--- src/rtl/loader_pkg.sv ---
// Shared types and constants for the UART program loader.
package loader_pkg;

  typedef enum logic [2:0] {
    WAIT_SYNC,
    GET_COUNT,
    GET_LO,
    GET_HI,
    WRITE,
    GET_CSUM,
    DONE,
    ERROR
  } loader_state_t;

  typedef enum logic [1:0] {
    RX_IDLE,
    RX_START,
    RX_DATA,
    RX_STOP
  } rx_state_t;

  localparam logic [7:0]  SYNC_BYTE_DEFAULT = 8'hA5;
  // Word counter width; the index space is 8-bit so a frame never needs more.
  localparam int unsigned CNT_W = 8;

endpackage

--- src/rtl/uart_rx.sv ---
// 8N1 UART receiver: 2-FF synchroniser, mid-bit sampling, glitch-rejecting start
// detection, one-cycle byte_valid or frame_err pulse per character.
module uart_rx
  import loader_pkg::*;
#(
  parameter int unsigned CLKS_PER_BIT = 10417
) (
  input  logic       clk,
  input  logic       rst_n,
  input  logic       rx,
  output logic       byte_valid,
  output logic [7:0] byte_data,
  output logic       frame_err
);

  localparam int unsigned TICK_W = $clog2(CLKS_PER_BIT);
  localparam logic [TICK_W-1:0] BIT_LAST  = TICK_W'(CLKS_PER_BIT - 1);
  localparam logic [TICK_W-1:0] HALF_LAST = TICK_W'(CLKS_PER_BIT / 2 - 1);

  logic [1:0]        r_sync;
  logic              r_rx_d;
  rx_state_t         r_state;
  logic [TICK_W-1:0] r_tick;
  logic [2:0]        r_bit;
  logic [7:0]        r_shift;
  logic              r_byte_valid;
  logic [7:0]        r_byte_data;
  logic              r_frame_err;
  logic              w_rx;

  assign w_rx       = r_sync[1];
  assign byte_valid = r_byte_valid;
  assign byte_data  = r_byte_data;
  assign frame_err  = r_frame_err;

  always_ff @(posedge clk or negedge rst_n) begin
    if (!rst_n) begin
      r_sync       <= 2'b11;
      r_rx_d       <= 1'b1;
      r_state      <= RX_IDLE;
      r_tick       <= '0;
      r_bit        <= '0;
      r_shift      <= '0;
      r_byte_valid <= 1'b0;
      r_byte_data  <= '0;
      r_frame_err  <= 1'b0;
    end else begin
      r_sync       <= {r_sync[0], rx};
      r_rx_d       <= w_rx;
      r_byte_valid <= 1'b0;
      r_frame_err  <= 1'b0;
      case (r_state)
        RX_IDLE: begin
          if (r_rx_d && !w_rx) begin
            r_state <= RX_START;
            r_tick  <= '0;
          end
        end
        // Re-check the line at mid-start; a high here was only a glitch.
        RX_START: begin
          if (r_tick == HALF_LAST) begin
            r_tick  <= '0;
            r_bit   <= '0;
            r_state <= w_rx ? RX_IDLE : RX_DATA;
          end else begin
            r_tick <= r_tick + TICK_W'(1);
          end
        end
        RX_DATA: begin
          if (r_tick == BIT_LAST) begin
            r_tick  <= '0;
            r_shift <= {w_rx, r_shift[7:1]};
            if (r_bit == 3'd7) begin
              r_state <= RX_STOP;
            end else begin
              r_bit <= r_bit + 3'd1;
            end
          end else begin
            r_tick <= r_tick + TICK_W'(1);
          end
        end
        RX_STOP: begin
          if (r_tick == BIT_LAST) begin
            r_tick  <= '0;
            r_state <= RX_IDLE;
            if (w_rx) begin
              r_byte_valid <= 1'b1;
              r_byte_data  <= r_shift;
            end else begin
              r_frame_err <= 1'b1;
            end
          end else begin
            r_tick <= r_tick + TICK_W'(1);
          end
        end
        default: r_state <= RX_IDLE;
      endcase
    end
  end

endmodule

--- src/rtl/uart_program_loader.sv ---
// Receives a framed program image over UART and writes it as 16-bit halfwords to
// CPU instruction memory. Define LOADER_CHECKSUM_EN to require a trailing XOR checksum byte.
module uart_program_loader
  import loader_pkg::*;
#(
  parameter int unsigned CLKS_PER_BIT = 10417,
  parameter int unsigned START_INDEX  = 10,
  parameter int unsigned MAX_WORDS    = 246,
  parameter logic [7:0]  SYNC_BYTE    = SYNC_BYTE_DEFAULT
) (
  input  logic        clk,
  input  logic        rst_n,
  input  logic        uart_rx,
  output logic        download,
  output logic        wr_en,
  output logic [7:0]  wr_index,
  output logic [15:0] wr_data,
  output logic        done,
  output logic        error
);

  if (START_INDEX + MAX_WORDS > 256) begin : g_bad_range
    $error("uart_program_loader: START_INDEX + MAX_WORDS exceeds 256");
  end
  if (CLKS_PER_BIT < 4) begin : g_bad_baud
    $error("uart_program_loader: CLKS_PER_BIT must be >= 4");
  end

  logic             w_bv;
  logic [7:0]       w_byte;
  logic             w_fe;
  logic             w_bad_count;
  logic             w_to_err;
  logic [CNT_W-1:0] w_cnt_nxt;

  loader_state_t    r_state;
  logic [CNT_W-1:0] r_n;
  logic [CNT_W-1:0] r_cnt;
  logic [7:0]       r_lo;
  logic             r_download;
  logic             r_wr_en;
  logic [7:0]       r_wr_index;
  logic [15:0]      r_wr_data;
  logic             r_done;
  logic             r_error;
`ifdef LOADER_CHECKSUM_EN
  logic [7:0]       r_csum;
`endif

  uart_rx #(
    .CLKS_PER_BIT(CLKS_PER_BIT)
  ) u_rx (
    .clk       (clk),
    .rst_n     (rst_n),
    .rx        (uart_rx),
    .byte_valid(w_bv),
    .byte_data (w_byte),
    .frame_err (w_fe)
  );

  assign download    = r_download;
  assign wr_en       = r_wr_en;
  assign wr_index    = r_wr_index;
  assign wr_data     = r_wr_data;
  assign done        = r_done;
  assign error       = r_error;
  assign w_cnt_nxt   = r_cnt + CNT_W'(1);
  assign w_bad_count = w_bv && ((w_byte == 8'd0) || ({1'b0, w_byte} > 9'(MAX_WORDS)));

  // Conditions that abort the current frame; framing errors are ignored while idle.
  always_comb begin
    w_to_err = 1'b0;
    case (r_state)
      GET_COUNT:      w_to_err = w_fe || w_bad_count;
      GET_LO, GET_HI: w_to_err = w_fe;
`ifdef LOADER_CHECKSUM_EN
      GET_CSUM:       w_to_err = w_fe || (w_bv && (w_byte != r_csum));
`endif
      default:        w_to_err = 1'b0;
    endcase
  end

  always_ff @(posedge clk or negedge rst_n) begin
    if (!rst_n) begin
      r_state    <= WAIT_SYNC;
      r_n        <= '0;
      r_cnt      <= '0;
      r_lo       <= '0;
      r_download <= 1'b1;
      r_wr_en    <= 1'b0;
      r_wr_index <= 8'(START_INDEX);
      r_wr_data  <= '0;
      r_done     <= 1'b0;
      r_error    <= 1'b0;
`ifdef LOADER_CHECKSUM_EN
      r_csum     <= '0;
`endif
    end else begin
      r_wr_en <= 1'b0;
      if (w_to_err) begin
        r_state    <= ERROR;
        r_error    <= 1'b1;
        r_download <= 1'b1;
      end else begin
        case (r_state)
          // A sync byte (re)starts a frame and re-asserts the CPU hold immediately.
          WAIT_SYNC, DONE, ERROR: begin
            if (w_bv && (w_byte == SYNC_BYTE)) begin
              r_state    <= GET_COUNT;
              r_download <= 1'b1;
              r_done     <= 1'b0;
              r_error    <= 1'b0;
            end
          end
          GET_COUNT: begin
            if (w_bv) begin
              r_n     <= w_byte;
              r_cnt   <= '0;
              r_state <= GET_LO;
`ifdef LOADER_CHECKSUM_EN
              r_csum  <= '0;
`endif
            end
          end
          GET_LO: begin
            if (w_bv) begin
              r_lo    <= w_byte;
              r_state <= GET_HI;
            end
          end
          GET_HI: begin
            if (w_bv) begin
              r_wr_en    <= 1'b1;
              r_wr_index <= 8'(START_INDEX) + r_cnt;
              r_wr_data  <= {w_byte, r_lo};
              r_state    <= WRITE;
            end
          end
          WRITE: begin
            r_cnt <= w_cnt_nxt;
`ifdef LOADER_CHECKSUM_EN
            r_csum <= r_csum ^ r_wr_data[15:8] ^ r_wr_data[7:0];
            if (w_cnt_nxt < r_n) begin
              r_state <= GET_LO;
            end else begin
              r_state <= GET_CSUM;
            end
`else
            if (w_cnt_nxt < r_n) begin
              r_state <= GET_LO;
            end else begin
              r_state    <= DONE;
              r_done     <= 1'b1;
              r_download <= 1'b0;
            end
`endif
          end
`ifdef LOADER_CHECKSUM_EN
          GET_CSUM: begin
            if (w_bv) begin
              r_state    <= DONE;
              r_done     <= 1'b1;
              r_download <= 1'b0;
            end
          end
`endif
          default: r_state <= WAIT_SYNC;
        endcase
      end
    end
  end

endmodule

--- config.mk ---
export PLATFORM = sky130hd
export DESIGN_NAME = uart_program_loader
export DESIGN_NICKNAME = d
export VERILOG_FILES = /design/src/rtl/loader_pkg.sv /design/src/rtl/uart_rx.sv /design/src/rtl/uart_program_loader.sv
export SDC_FILE = /design/constraint.sdc
export NUM_CORES = 1
export LEC_CHECK = 0
export CORE_ASPECT_RATIO = 0.6
export CORE_MARGIN = 2
export CORE_UTILIZATION = 60
export DETAILED_ROUTE_END_ITERATION = 8
export GPL_ROUTABILITY_DRIVEN = 0
export PLACE_DENSITY_LB_ADDON = 0.08
export REMOVE_ABC_BUFFERS = 1
export SLEW_MARGIN = 30
export SYNTH_ARGS = -nofsm -noshare
export SYNTH_HDL_FRONTEND = slang
export SYNTH_SLANG_ARGS = --single-unit
export TNS_END_PERCENT = 10
--- constraint.sdc ---
create_clock -name clk -period 5.75 [get_ports clk]
set_input_delay 0.8625 -clock clk [delete_from_list [all_inputs] [get_ports clk]]
set_output_delay 0.8625 -clock clk [all_outputs]
set_load 0.03 [all_outputs]
[Word level (Yosys, flattened, before mapping)]
Index checks and enable logic that the tools add are counted.
Storage, ports and cells
  logic and storage cells: 126
  bits in registers: 95
  output and inout bits: 28
  bits of input ports: 3
Cells by class
  reduce and logical (&&, ||, !) cells: 30
  $add $sub $neg: 4
  $lt $le $gt $ge: 2
  multiplexer cells: 43
  bitwise logic cells: 1
  equal/unequal tests: 27
Operators with widths (number)
  two-way mux 14 bit: 3
  one-hot mux 14 bit (3 select lines): 1
  two-way mux 3 bit: 9
  AND reduction 3 bit: 6
  two-way mux 1 bit: 16
  one-hot mux 8 bit (2 select lines): 1
  one-hot mux 3 bit (5 select lines): 1
  adder 14 x 1 -> 14 bit (second input constant): 1
  equality test 14 x 13 -> 1 bit (second input constant): 1
  equality test 14 bit (second input constant): 1
  equality test 3 bit (second input constant): 4
  two-way mux 2 bit: 6
  inequality test 2 x 1 -> 1 bit (second input constant): 6
  AND reduction 4 bit: 3
  nonzero test 2 bit: 5
  inequality test 3 x 2 -> 1 bit (second input constant): 3
  adder 4 x 8 -> 8 bit (first input constant): 1
  adder 8 x 1 -> 8 bit (second input constant): 1
  equality test 8 bit (second input constant): 1
  greater-than comparator 8 bit (second input constant): 1
  zero test 8 bit: 1
  less-than comparator 8 bit: 1
  two-way mux 8 bit: 1
  one-hot mux 2 bit (4 select lines): 1
  20 further kinds: 32

[Depth between registers and ports, before layout]
  depth in word-level cells: 7
  depth in mapped cells: 10
  depth with buffers taken out: 10

[Cells and area by module]
Synthesis repeated with hierarchy kept, for this count alone.
Unflattened totals
  cell total of the unflattened synthesis: 428
  area, all modules: 4585.6 um2
Modules (own cells, without submodules)
  uart_program_loader: instances 1, area each 2675.1 um2, cells an instance 271
  uart_rx: instances 1, area each 1910.6 um2, cells an instance 157

[Worst setup path before layout]
No wires, ideal clock.
  path type: register to register
  start: register u_rx.r_tick[8]
  end: register u_rx.r_bit[0]
  library setup time: 79 ps
  required time: 5671 ps
  data arrival time: 2123 ps
  slack: 3548 ps
  stages on the path, launching flop included: 7
  cell sequence: dfrtp_1 > buf_2 > or4b_4 > nor4_4 > nor3b_4 > and2b_2 > mux2i_1
Between the ends
  cells in the longest elaborated chain, start to end: 3
  elaborated cells on any way between the ends: 5
  those cells by class: eq/ne: 4; reduce/logical: 1
Ends and longest elaborated chain
  start: declaration: RTL line uart_rx.sv:23  | logic [TICK_W-1:0] r_tick;
  start signal: assignment: RTL line uart_rx.sv:66  | r_tick <= r_tick + TICK_W'(1);
  start signal: assignment: RTL line uart_rx.sv:79  | r_tick <= r_tick + TICK_W'(1);
  start signal: assignment: RTL line uart_rx.sv:93  | r_tick <= r_tick + TICK_W'(1);
  equality test 14 bit / equality test 14 x 13 -> 1 bit (equally long branches): RTL line uart_rx.sv:70, uart_rx.sv:61
  inequality test 2 x 1 -> 1 bit (no line)
  AND reduction 4 bit (no line) (*)
  end signal: assignment: RTL line uart_rx.sv:76  | r_bit <= r_bit + 3'd1;
  end: declaration: RTL line uart_rx.sv:24  | logic [2:0] r_bit;
Mark *: on every way between the ends. The rest lies on a longest branch, timed or not.
A chain may end at the register's enable or synchronous reset.

[Worst setup path after layout]
  start: register u_rx.r_tick[3]
  end: register u_rx.r_tick[6]
Between the ends
  cells in the longest elaborated chain, start to end: 3
  elaborated cells on any way between the ends: 6
  those cells by class: add/sub: 1; eq/ne: 2; mux: 3
Ends and longest elaborated chain
  adder 14 x 1 -> 14 bit, or another cell as far along: RTL line uart_rx.sv:66, uart_rx.sv:79, uart_rx.sv:93
  two-way mux 14 bit (on tied branches): RTL line uart_rx.sv:70, uart_rx.sv:83, uart_rx.sv:61
  one-hot mux 14 bit (3 select lines) (*): RTL line uart_rx.sv:52  | case (r_state)
Marked as above.

==> results.md <==
* Status: complete, no violations
* Register area at 2380 sq um
* Worst EP arrival at 2.85 ns
* Worst setup EP type: flop
* Slew Limit Fails at 0
* Area of the multi-input gates at 1940 sq um
* Type of origin of the critical path: flop
* Max_cap viols at 0
* Worst path slowest cell: nor4_1
* Antenna Nets Post-Route at 0
* CTS tree: built
* Synthesis-stage register bit count at 95
* HPWL after DPL at 6.12 mm
* Final Critical Period at 2.64 ns
* Synth Area in Adders at 3.63%
* HP Class: flop to flop
* Post-synth top area cell: dfrtp_1
* Wire per inst at 15.9 microns
* Synth cell types at 49
* Cts hold-fix bufs at 0
* Period utilization at 45.9%
* Post-synthesis simple-gate area fraction at 16.8%
* Die height at 70.9 microns
* Slew HR at 52.2%
* Fin. Hold Viols at 0
* Fillers at 511
* Worst vdd ir at 0.194 mV
* Synth top area cells: dfrtp_1, mux2_2, nand2_1
* Cell Pwr Density at 281 nW/um^2
* Setup TNS at 0 ns
* First-pass GRT wire length at 15.1 mm
* Compound-gate portion of the synthesized area at 10.6%
* Setup WS pre-CTS at 3.19 ns
* Mux contribution to synthesized area at 9.95%
* Die footprint at 8190 sq um
* Most used DFF post-synth: dfrtp_1
* Iter 0 DRT Violations at 305
* IO Pins at 31
* Crit path max fanout at 18
* Final wirelength at 8.97 mm
* Die width at 116 microns
* Hold Worst Slack at 0.355 ns
* Diode count at 0
* Routed vias/inst at 5.71
* YS warnings at 0
* Skew-Pair Late Insertion Delay at 0.35 ns
* CP Cell Sequence: or4b_4 > nor4_1 > o22ai_1 > buf_4 > a41oi_1 > a31oi_1
* Final Util at 71.2%
* Post-synthesis xor/xnor area fraction at 2.35%
* Initial antenna violation count at 0
* Avg Inst Size Synth at 10.4 sq um
* Share of the synthesized area in the top cell type at 49.7%
* Via count at 3227
* Pin count of the biggest net entering global routing at 49
* Share of cells above drive strength 1 at 14.5%
* CTS Sinks at 95
* Setup Skew at 0.0103 ns
* GR Overflow Total at 0
* Final worst slack at 3.11 ns
* Nets at 472
* Post-synth ARST share at 100%
* Mapped cell area at 4480 sq um
* Inst Count DP at 549
* # rows at 24
* Seq/Total Area, Yosys at 53.3%
* Number of global-route vias before repair at 3081
* Num CTS Buffers at 9
* Largest family of logic cells by synthesized area: simple AND/OR/NAND/NOR gates
* Worst path max stage delay at 0.59 ns
* CORE AREA at 7240 sq um
* Area delta synth->final at 15.2%
* Number of synthesized flops with an enable pin at 0
* Clk root buf: clkbuf_16
* Worst-margin pin slew at 0.712 ns
* Clock transition at path regs at 0.06 ns
* Final setup fails at 0
* Initial Utilization at 61.9%
* Non-Filler Instances at 565
* Leakage at 0.00241 uW
* Crit Path Class: flop to flop
* # port buffers at 30
* Detailed-route DRC error count at 0
* RSZ-0062 raised after global routing: no
* Cts repair resizes at 0
* DR pass1 iterations at 5
* CTS H-Tree Depth at 3
* Total track usage at 24.0%
* Critical Path RT at 5.96 ns
* Setup Fix Bufs, Post-CTS at 0
* F_max at 379 MHz
* Syn Inst Count at 431
* Clock Path Buffers at 2
[power by group]
part           internal (uW)  switching [uW]
Combinational           46.2            56.2
Sequential               697            53.1
Clock                    341             255
Total                   1080             364
[cell type report]
cell class	instances	area share (%)
Clock inverter	5	1.24
Multi-Input combinational cell	297	37.7
Sequential cell	95	46.3
Tap cell	104	2.52
Inverter	18	1.31
Timing Repair Buffer	35	6.50
Clock buffer	11	4.51
[path summary, 6_finish.rpt]
check | cells past startpoint | from | end | slack, ns
worst min register to register | 0 | u_rx.r_sync[0] | u_rx.r_sync[1] | 0.36
min in group asynchronous | 1 | rst_n | u_rx.byte_data[7] | 0.52
worst max register to register | 6 | u_rx.r_tick[3] | u_rx.r_tick[6] | 3.11
worst max-delay path | 6 | u_rx.r_tick[3] | u_rx.r_tick[6] | 3.11
max in group asynchronous | 2 | rst_n | u_rx.r_tick[13] | 4.22
worst min-delay path | 0 | u_rx.r_sync[0] | u_rx.r_sync[1] | 0.36
[cells in the final DEF (no fill, tap or decap), types with 4 or more instances in the layout]
cell type	synthesis	final
a21oi_1	14	14
a31oi_1	15	15
buf_4	0	6
clkbuf_16	0	9
clkdlybuf4s50_1	0	29
dfrtp_1	89	89
dfstp_2	6	6
ha_1	13	13
inv_1	17	17
mux2_2	34	34
mux2i_1	4	4
nand2_1	76	76
nand2b_1	4	4
nand3_1	18	18
nand4_1	6	6
nor2_1	21	21
nor3b_1	4	4
o21ai_0	34	34
xnor2_1	5	5
xor2_1	7	7
[through the flow]
step	instance area (sq um)	power (uW)
after detailed placement	4860	863
after floorplan	4390	821
final	5160	1450
after global routing	5160	1520
after CTS	5160	1460
after global placement	4860	857
[sequential cells by signal (all words and copies together) (netlist names), 8 cells and up, named ones only]
register and flops:
u_rx.byte_data 8, r_n 8, r_lo 8, wr_data 16
wr_index 8, u_rx.r_shift 8, r_cnt 8, u_rx.r_tick 14
[worst max-delay path, delay by kind of cell (launching register included)]
family / cells / cell delay, ns
DFF: 1 / 0.43
buffers and inverters: 1 / 0.29
AOI/OAI and AO/OA: 3 / 0.62
and+or+nand+nor: 2 / 1.16
[metal layers]
layer / global-route usage, % / vias up / routed length [microns]
li1: - / 1562 / -
met1: 37.1 / 1567 / 4650
met2: 33.3 / 91 / 3720
met3: 6.94 / 7 / 507
met4: 6.56 / 0 / 82
met5: 0 / - / 0
[synthesized netlist by cell type, drive strengths merged (2+ instances only)]
| master | n |
|---|---|
| a21oi | 14 |
| a31oi | 15 |
| a41oi | 3 |
| and2 | 2 |
| and3 | 2 |
| and4 | 2 |
| buf | 4 |
| clkbuf | 17 |
| dfrtp | 89 |
| dfstp | 6 |
| ha | 13 |
| inv | 17 |
| mux2 | 34 |
| mux2i | 4 |
| nand2 | 76 |
| nand2b | 4 |
| nand3 | 18 |
| nand3b | 3 |
| nand4 | 6 |
| nand4b | 2 |
| nor2 | 21 |
| nor3 | 3 |
| nor3b | 5 |
| nor4 | 4 |
| o21a | 3 |
| o21ai | 34 |
| xnor2 | 5 |
| xor2 | 7 |
[cells by family (layout without fill, tap and decap cells)]
family                     after synthesis  count (layout)
adders and majority gates               13              13
and+or+nand+nor                        153             153
xor gates and xnor gates                12              12
buffers and inverters                   39              69
AOI/OAI and AO/OA                       80              80
DFF                                     95              95
muxes                                   39              39
(Power assumes the default switching activity.)
